==> config.mk <==
export PLATFORM = sky130hd
export DESIGN_NAME = shift_rotate_pipe
export DESIGN_NICKNAME = d
export VERILOG_FILES = /design/src/rtl/shift_pkg.sv /design/src/rtl/shift_stage.sv /design/src/rtl/shift_rotate_pipe.sv
export SDC_FILE = /design/constraint.sdc
export NUM_CORES = 1
export LEC_CHECK = 0
export ABC_AREA = 1
export BUFFER_PORTS_ARGS = -buffer_cell sky130_fd_sc_hd__buf_4
export CAP_MARGIN = 30
export CORE_MARGIN = 3
export CORE_UTILIZATION = 65
export DETAILED_ROUTE_END_ITERATION = 7
export PLACE_DENSITY = 0.95
export SYNTH_ARGS = -nofsm -noshare
export SYNTH_HDL_FRONTEND = slang
export SYNTH_HIERARCHICAL = 1
export SYNTH_SLANG_ARGS = --single-unit
==> constraint.sdc <==
create_clock -name clk -period 9.4 [get_ports clk]
set_input_delay 0.94 -clock clk [delete_from_list [all_inputs] [get_ports clk]]
set_output_delay 0.94 -clock clk [all_outputs]
set_load 0.005 [all_outputs]
==> src/rtl/shift_pkg.sv <==
// Shared types for the shift/rotate pipeline: operation encoding and the
// per-stage record (sized for the widest supported N; stages use the low bits).
package shift_pkg;

  localparam int MAX_N  = 64;
  localparam int MAX_SW = 6;

  typedef enum logic [1:0] {
    ROTR = 2'b00,
    ROTL = 2'b01,
    SHR  = 2'b10,
    SHL  = 2'b11
  } op_e;

  typedef struct packed {
    logic              valid;
    op_e               op;
    logic [MAX_SW-1:0] amt;
    logic [MAX_N-1:0]  data;
  } stage_rec_t;

endpackage

==> src/rtl/shift_stage.sv <==
// One log-shifter stage: conditionally shifts/rotates by 2^K and registers the
// result together with op and amount, with a valid/advance handshake.
module shift_stage
  import shift_pkg::*;
#(
  parameter int N = 32,
  parameter int K = 0
) (
  input  logic                 clk,
  input  logic                 rst,
  input  logic                 valid_i,
  input  logic [1:0]           op_i,
  input  logic [$clog2(N)-1:0] amt_i,
  input  logic [N-1:0]         data_i,
  input  logic                 adv_next_i,
  output logic                 adv_o,
  output logic                 valid_o,
  output logic [1:0]           op_o,
  output logic [$clog2(N)-1:0] amt_o,
  output logic [N-1:0]         data_o
);

  localparam int SW = $clog2(N);
  localparam int SH = 1 << K;

  stage_rec_t   rec_d, rec_q;
  logic [N-1:0] moved;

  function automatic logic [N-1:0] move_by(input logic [N-1:0] x, input op_e op);
    logic [N-1:0] y;
    case (op)
      ROTR:    y = (x >> SH) | (x << (N - SH));
      ROTL:    y = (x << SH) | (x >> (N - SH));
      SHR:     y = x >> SH;
      default: y = x << SH;
    endcase
    return y;
  endfunction

  // A stage may load whenever it is empty or its contents move on this cycle.
  assign adv_o = !rec_q.valid || adv_next_i;

  always_comb begin
    moved = amt_i[K] ? move_by(data_i, op_e'(op_i)) : data_i;
    rec_d = rec_q;
    if (adv_o) begin
      rec_d                 = '0;
      rec_d.valid           = valid_i;
      rec_d.op              = op_e'(op_i);
      rec_d.amt[SW-1:0]     = amt_i;
      rec_d.data[N-1:0]     = moved;
    end
  end

  always_ff @(posedge clk) begin
    if (rst) begin
      rec_q.valid <= 1'b0;
    end else begin
      rec_q <= rec_d;
    end
  end

  assign valid_o = rec_q.valid;
  assign op_o    = rec_q.op;
  assign amt_o   = rec_q.amt[SW-1:0];
  assign data_o  = rec_q.data[N-1:0];

  logic unused_hi;
  assign unused_hi = ^{rec_q.data, rec_q.amt};

endmodule

==> src/rtl/shift_rotate_pipe.sv <==
// Pipelined barrel shifter/rotator: SW log-shifter stages with per-stage
// valid/ready backpressure, one result per cycle at L = SW cycles latency.
module shift_rotate_pipe
  import shift_pkg::*;
#(
  parameter int N  = 32,
  parameter int SW = $clog2(N)
) (
  input  logic          clk,
  input  logic          rst,
  input  logic          in_valid,
  output logic          in_ready,
  input  logic [N-1:0]  a,
  input  logic [SW-1:0] b,
  input  logic [1:0]    op,
  output logic          out_valid,
  input  logic          out_ready,
  output logic [N-1:0]  s
);

  // Index 0 is the input side; index k+1 is the output of stage k.
  logic [SW:0]         vld_c;
  logic [SW:0]         adv_c;
  logic [SW:0][1:0]    op_c;
  logic [SW:0][SW-1:0] amt_c;
  logic [SW:0][N-1:0]  data_c;

  assign vld_c[0]  = in_valid;
  assign op_c[0]   = op;
  assign amt_c[0]  = b;
  assign data_c[0] = a;
  assign adv_c[SW] = !vld_c[SW] || out_ready;

  for (genvar k = 0; k < SW; k++) begin : g_stage
    shift_stage #(
      .N (N),
      .K (k)
    ) u_stage (
      .clk        (clk),
      .rst        (rst),
      .valid_i    (vld_c[k]),
      .op_i       (op_c[k]),
      .amt_i      (amt_c[k]),
      .data_i     (data_c[k]),
      .adv_next_i (adv_c[k+1]),
      .adv_o      (adv_c[k]),
      .valid_o    (vld_c[k+1]),
      .op_o       (op_c[k+1]),
      .amt_o      (amt_c[k+1]),
      .data_o     (data_c[k+1])
    );
  end

  assign in_ready  = !rst && adv_c[0];
  assign out_valid = !rst && vld_c[SW];
  assign s         = out_valid ? data_c[SW] : '0;

  logic unused_tail;
  assign unused_tail = ^{op_c[SW], amt_c[SW]};

endmodule

# == Yosys cells after proc, flatten, opt, wreduce, memory -nomap -nowiden ==
# Index checks and enable logic that the tools add are counted.
# classes
eq_ne,10
n_mux,11
n_bitwise,10
n_reduce_logical,25
# op_table
cell,n
32-bit one-hot mux with 3 select lines,4
32-bit two-way mux,6
32-bit one-hot mux with 2 select lines,1
16-bit by 32-bit bitwise OR with 32-bit output,1
24-bit by 32-bit bitwise OR with 32-bit output,1
28-bit by 32-bit bitwise OR with 32-bit output,1
30-bit by 32-bit bitwise OR with 32-bit output,1
31-bit by 32-bit bitwise OR with 32-bit output,1
32-bit by 1-bit bitwise OR with 32-bit output,1
32-bit by 2-bit bitwise OR with 32-bit output,1
32-bit by 4-bit bitwise OR with 32-bit output,1
32-bit by 8-bit bitwise OR with 32-bit output,1
2-bit by 1-bit == test with 1-bit output (second input constant),5
2-bit == test (second input constant),5
2-bit logical NOT,5
2-bit AND reduction,5
1-bit logical NOT,6
1-bit logical OR,6
1-bit logical AND,2
2-bit OR reduction,1
1-bit NOT,1
# word_totals
ff_bits,193
in_bits,43
word_cells,74

# == Logic depth before layout (Yosys ltp) ==
# Gate-level depths: netlist of the first run.
# depth
depth_word,8
depth_mapped,14

# == Cells and area by module ==
# The synthesis of the first run kept the hierarchy.
# by_module_without_submodules
mod,instances,cells_each,area_each_um2
shift_stage at g_stage[0].u_stage,1,223,2020.7
shift_stage at g_stage[3].u_stage,1,213,1946.9
shift_stage at g_stage[2].u_stage,1,201,1911.8
shift_stage at g_stage[1].u_stage,1,196,1891.8
shift_stage at g_stage[4].u_stage,1,186,1820.5
shift_rotate_pipe,1,74,380.4

# == Least setup slack after synthesis of the first run ==
# No wires, ideal clock.
# synth_path
path_kind,input port to flip-flop
start,input out_ready
end,register g_stage[0].u_stage.rec_q (netlist bit g_stage[0].u_stage/amt_o[0]) (enable)
setup_ns,0.449
arrival_time_ns,3.391
t_required_ns,8.951
path_slack_ns,5.560
path_stages,12
n_path_buf,0
path_cell_list,inv_1 -> nand2_1 -> inv_1 -> nand2_1 -> inv_1 -> nand2_1 -> inv_1 -> nand2_1 -> inv_1 -> nand2_1 -> inv_1 -> a21oi_1
# synth_between
elab_chain_len,7
# synth_rtl
element,line_no,rtl
from (decl),shift_rotate_pipe.sv:17,"input logic out_ready,"
1-bit logical OR,shift_rotate_pipe.sv:32,assign adv_c[SW] = !vld_c[SW] || out_ready;
via adv_c[5],shift_rotate_pipe.sv:23,logic [SW:0] adv_c;
1-bit logical OR,shift_stage.sv:41,assign adv_o = !rec_q.valid || adv_next_i;
via adv_c[4],shift_rotate_pipe.sv:23,
1-bit logical OR,shift_stage.sv:41,
via adv_c[3],shift_rotate_pipe.sv:23,
1-bit logical OR,shift_stage.sv:41,
via adv_c[2],shift_rotate_pipe.sv:23,
1-bit logical OR,shift_stage.sv:41,
via adv_c[1],shift_rotate_pipe.sv:23,
1-bit logical OR,shift_stage.sv:41,
2-bit AND reduction (no source line),n/a,
to (signal assigned),shift_stage.sv:59,rec_q <= rec_d;
to (decl),shift_stage.sv:26,"stage_rec_t rec_d, rec_q;"
# The timed path passes the listed nets, and every way through them passes these cells.
# A chain may end at the register's enable or synchronous reset.

# == Worst setup path after layout of the first run ==
# layout_path
start,input out_ready
end,output in_ready
# layout_between
elab_chain_len,7
# layout_rtl
element,line_no,rtl
1-bit logical OR,shift_rotate_pipe.sv:32,
via adv_c[5],shift_rotate_pipe.sv:23,
1-bit logical OR,shift_stage.sv:41,
via adv_c[4],shift_rotate_pipe.sv:23,
1-bit logical OR,shift_stage.sv:41,
via adv_c[3],shift_rotate_pipe.sv:23,
1-bit logical OR,shift_stage.sv:41,
via adv_c[2],shift_rotate_pipe.sv:23,
1-bit logical OR,shift_stage.sv:41,
via adv_c[1],shift_rotate_pipe.sv:23,
1-bit logical OR,shift_stage.sv:41,
via adv_c[0],shift_rotate_pipe.sv:23,
1-bit logical AND,shift_rotate_pipe.sv:54,assign in_ready = !rst && adv_c[0];
to (decl),shift_rotate_pipe.sv:12,"output logic in_ready,"
# The timed path passes the listed nets, and every way through them passes these cells.

==> flow_summary.json, run 1 <==
{
  "status": "complete, no violations",
  "criticalPathCategory": "in -> out",
  "core.rowCount": 43,
  "wl_per_cell_um": 13.59,
  "die_h_um": 126.7,
  "finalClockSkew_ns": 0.009809,
  "drc_errors": 0,
  "p_leak_nw": 4.578,
  "fin_crit_ns": 3.232,
  "grt_usage_pct": 22.56,
  "crit_path_end_kind": "primary output",
  "wl_met3_um": 950,
  "crit_top_cell": "inv_1",
  "final_layout_size_suffix_gt1_share_pct": 14.26,
  "path_cells": "buf_4 > inv_1 > nand2_1 > inv_1 > nand2_1 > inv_1 > nand2_1 > inv_1 > nand2_1 > inv_1 > nand2_1 > inv_1 > nand2_1 > inv_1 > nor2_1 > buf_4",
  "pin_count": 77,
  "clock_path_buffers": 2,
  "ctsHoldBuffers": 0,
  "htree_levels": 4,
  "synth_nets": 1119,
  "synth_area_um2": 9462,
  "clk_pin_slew_ns": 0.06,
  "slowest_stage": "buf_4",
  "required_ns": 8.46,
  "core_area_um2": 14040,
  "hold_viol_final": 0,
  "portBuffers": 76,
  "initial_utilization_pct": 67.38,
  "post-cts-setup-buffers": 0,
  "met2WireLength_mm": 9.745,
  "cts_sinks": 183,
  "yosysWarnings": 6,
  "critPathArrivalTime_ns": 2.29,
  "tns_ns": 0,
  "die_area_um2": 16040,
  "layout_commonest_cell": "nand2_1",
  "hp-class": "reg -> reg",
  "overflow": 0,
  "worst_ir_drop_vdd_v": 0.0001204,
  "routed-via-count": 7141,
  "rsz0062_at_grt": "no",
  "synth_cells": 1076,
  "crit_family": "buffers and inverters",
  "m1WireLength_mm": 6.767,
  "max_stage_delay_ns": 0.13,
  "place_hpwl_mm": 12.35,
  "finalMaxSlewViolations": 0,
  "crit_path_start_kind": "input pin",
  "cts_buffers": 17,
  "grt_pass1_vias": 6401,
  "cap_viol_max_count": 0,
  "whs_ns": 0.4188,
  "antenna_left": 0,
  "syn2layout_area_growth_pct": 11.37,
  "worstPathMaxFanout": 2,
  "timing.fmax_mhz": 309.4,
  "drt_iter0_markers": 504,
  "tritoncts": "built",
  "firstDrtPassIters": 6,
  "die_w_um": 126.7,
  "slew_headroom_pct": 32.89,
  "p_per_area_nw_per_um2": 183.3,
  "wirelength_mm": 17.80,
  "cts_root_buf": "clkbuf_16",
  "antenna_cells": 0,
  "final_cell_mix": "nand2_1 (277), edfxtp_1 (178), nor2_1 (149)",
  "fin_nets": 1160,
  "grt_pass1_wl_mm": 29.23,
  "gp_congestion": 0.9165,
  "syn_avg_cell_area_um2": 8.793,
  "fin_crit_sh_pct": 34.38,
  "routed.top_layer": "met4",
  "cts_resized": 0,
  "antenna_found_initial": 0,
  "worstMarginPinSlew_ns": 1.004,
  "path_buf_inv": 9,
  "grt_start_max_net_pins": 61,
  "viasPerCell": 5.455,
  "clkLatencyLatePin_ns": 0.42,
  "setup_viol": 0
}
==> per-layer routing <==
| layer | global-route usage (%) | up-vias |
|---|---|---|
| met2 | 43.46 | 320 |
| met1 | 24.46 | 3194 |
| met3 | 4.463 | 42 |
| met4 | 7.760 | 0 |
| li1 | - | 3585 |
| met5 | 0 | - |
==> metrics by stage <==
step                total power [W]  util [%]  setup WS (ns)  cells  instance area, µm²
floorplan                  0.001168         -          5.610   1076                9462
global placement           0.001205     70.16          6.236   1274                9852
detailed placement         0.001220     70.64          6.171   1277                9920
CTS                        0.001936     74.90          6.166   1308               10520
global route               0.002012     75.04          5.940   1309               10540
finish                     0.001931     75.04          6.168   1309               10540
==> final cells by class <==
type	count	area, µm²
clock buffers	19	432.9
clock inverters	12	165.2
fillers	972	3505
inverters	119	451.7
multi-input cells	714	3144
flip-flops and latches	183	5445
well taps	180	225.2
repair buffers	82	673.1
==> worst paths after layout <==
path,cells after the start,slack [ns],from,end
max reg2reg,3,7.30,g_stage[0].u_stage/op_o[0],g_stage[1].u_stage/data_o[28]
min reg2reg,0,0.42,g_stage[0].u_stage/amt_o[3],g_stage[1].u_stage/amt_o[3]
max,16,6.17,out_ready,in_ready
min,0,0.42,g_stage[0].u_stage/amt_o[3],g_stage[1].u_stage/amt_o[3]
==> registers in the layout, indices dropped and copies added, names as in the netlist <==
register,cells
g_stage.u_stage/amt_o,10
g_stage.u_stage/op_o,8
g_stage.u_stage/valid_o,5
g_stage.u_stage/data_o,160
==> report_power, final <==
part,switching [W],leakage (nW),internal (W),total (W)
logic,0.000116,2.50,0.0000677,0.000183
registers,0.0000498,1.80,0.000976,0.00103
clock network,0.000300,0.281,0.000422,0.000722
total,0.000466,4.58,0.00147,0.00193
(Power assumes the default switching activity.)
==> run 2: changes to the inputs <==
--- a/config.mk
+++ b/config.mk
@@ -5,13 +5,13 @@
 export SDC_FILE = /design/constraint.sdc
 export NUM_CORES = 1
 export LEC_CHECK = 0
-export ABC_AREA = 1
+export ABC_AREA = 0
 export BUFFER_PORTS_ARGS = -buffer_cell sky130_fd_sc_hd__buf_4
 export CAP_MARGIN = 30
 export CORE_MARGIN = 3
-export CORE_UTILIZATION = 65
+export CORE_UTILIZATION = 61
 export DETAILED_ROUTE_END_ITERATION = 7
-export PLACE_DENSITY = 0.95
+export PLACE_DENSITY = 0.92
 export SYNTH_ARGS = -nofsm -noshare
 export SYNTH_HDL_FRONTEND = slang
 export SYNTH_HIERARCHICAL = 1
==> constraint.sdc (replaced) <==
create_clock -name clk -period 3.1 [get_ports clk]
set_input_delay 0.31 -clock clk [delete_from_list [all_inputs] [get_ports clk]]
set_output_delay 0.31 -clock clk [all_outputs]
set_load 0.005 [all_outputs]
==> flow_summary.json, run 2 <==
{
  "layout_commonest_cell": "edfxtp_1",
  "multiInputGateArea_um2": 3343,
  "comb_power_share_pct": 10.1,
  "whs_ns": 0.05152,
  "slew_headroom_pct": 33.05,
  "clock_path_buffers": 2,
  "die_w_um": 129.7,
  "crit_path_start_kind": "flop",
  "worstPathMaxFanout": 3,
  "ctsHoldBuffers": 0,
  "worst_ir_drop_vdd_v": 0.0004118,
  "synth_cells": 813,
  "synth_area_um2": 9331,
  "final_cell_mix": "edfxtp_1 (178), nor2_1 (128), a21oi_1 (103)",
  "gp_congestion": 0.8250,
  "placed_area_um2": 9826,
  "overflow": 0,
  "clk_pin_slew_ns": 0.07,
  "post-cts-setup-buffers": 0,
  "wl_per_cell_um": 14.69,
  "routed-via-count": 5993,
  "syn2layout_area_growth_pct": 11.56,
  "m1WireLength_mm": 6.472,
  "place_hpwl_mm": 10.44,
  "hold_viol_final": 0,
  "fin_crit_sh_pct": 75.96,
  "grt_start_max_net_pins": 65,
  "cts_resized": 0,
  "wirelength_mm": 15.51,
  "register_area_um2": 5445,
  "cts_sinks": 183,
  "htree_levels": 4,
  "cts_root_buf": "clkbuf_16",
  "slowest_stage": "dfxtp_1",
  "pin_count": 77,
  "power_frac_seq_pct": 54.0,
  "status": "complete, no violations",
  "clkLatencyLatePin_ns": 0.43,
  "fill_cells": 1013,
  "sw_frac_of_total_pct": 23.06,
  "p_int_w": 0.004380,
  "finalMaxSlewViolations": 0,
  "core_area_um2": 14750,
  "routed.top_layer": "met4",
  "max_stage_delay_ns": 0.35,
  "die_h_um": 129.7,
  "wl_met3_um": 826,
  "fin_crit_ns": 2.355,
  "required_ns": 2.79,
  "met2WireLength_mm": 7.905,
  "layout.cells.non_filler": 1056,
  "timing.fmax_mhz": 424.7,
  "portBuffers": 76,
  "final_layout_size_suffix_gt1_share_pct": 15.94,
  "drt_iter0_markers": 267,
  "crit_top_cell": "nand2b_1",
  "tns_ns": 0,
  "setup_viol": 0,
  "grt_pass1_wl_mm": 24.75,
  "tritoncts": "built",
  "cts_buffers": 17,
  "die_area_um2": 16820,
  "grt_pass1_vias": 5328,
  "crit_path_end_kind": "primary output",
  "worstMarginPinSlew_ns": 1.002,
  "p_per_area_nw_per_um2": 546.8,
  "viasPerCell": 5.675,
  "antenna_cells": 0,
  "core.rowCount": 44,
  "finalClockSkew_ns": 0.007538,
  "criticalPathCategory": "reg -> out",
  "fin_nets": 902,
  "syn_avg_cell_area_um2": 11.48,
  "largest_register_ffs": 160,
  "hp-class": "in -> reg",
  "initial_utilization_pct": 63.25,
  "yosysWarnings": 6,
  "antenna_found_initial": 0,
  "clockPowerShare_pct": 36.0,
  "dp.cells": 1023,
  "fin_area_um2": 10410,
  "critPathArrivalTime_ns": 2.04,
  "p_leak_nw": 4.267,
  "p_sw_w": 0.001313,
  "grt_usage_pct": 18.56,
  "drc_errors": 0,
  "path_cells": "nand2b_1 > nand2b_1 > nand2b_1 > nand2b_1 > nand2b_1 > nand2b_1 > nor2b_1 > buf_4",
  "cap_viol_max_count": 0,
  "rsz0062_at_grt": "no",
  "firstDrtPassIters": 5,
  "antenna_left": 0,
  "synth_nets": 856
}
-- run 2: area by class of cell --
cell class	instances	share of cell area, %
Sequential cell	183	52.31
Multi-Input combinational cell	530	32.12
Timing Repair Buffer	90	6.611
Clock buffer	19	4.159
Tap cell	184	2.212
Inverter	37	1.334
Clock inverter	13	1.262
-- run 2: path summary, 6_finish.rpt --
kind                                from                           to  slack, ns  cells after the start
min                                 b[2]  g_stage[0].u_stage/amt_o[2]       0.05                      1
max           g_stage[4].u_stage/valid_o                     in_ready       0.75                      8
max reg2reg   g_stage[4].u_stage/valid_o  g_stage[1].u_stage/amt_o[4]       0.92                      6
min reg2reg  g_stage[2].u_stage/amt_o[4]  g_stage[3].u_stage/amt_o[4]       0.42                      0
-- run 2: metal layers --
layer	vias up	global-route usage, %
met2	199	32.73
met1	2739	21.93
li1	3031	-
met4	0	6.968
met5	-	0
met3	24	4.740
-- run 2: critical path, delay by kind of cell (launching register included) --
kind	cells	cell delay, ns
buf+inv	1	0.16
flops	1	0.35
simple gates	7	1.11
-- run 2: stage by stage --
step | utilization (%) | setup slack, ns | power [W]
6_report | 70.56 | 0.7452 | 0.005693
2_1_floorplan | - | 0.09677 | 0.003530
4_1_cts | 70.42 | 0.7255 | 0.005711
3_5_place_dp | 66.60 | 0.7123 | 0.003678
3_3_place_gp | 66.55 | 0.7493 | 0.003645
5_1_grt | 70.56 | 0.5640 | 0.005899
-- run 2: power groups by stage --
| stage | logic, W | registers, W | clock network (W) |
|---|---|---|---|
| final | 0.000573 | 0.00307 | 0.00205 |
| after global routing | 0.000635 | 0.00309 | 0.00218 |
| after CTS | 0.000566 | 0.00307 | 0.00207 |
| after detailed placement | 0.000557 | 0.00312 | 0 |
| after global placement | 0.000534 | 0.00311 | 0 |
| after floorplan | 0.000453 | 0.00308 | 0 |
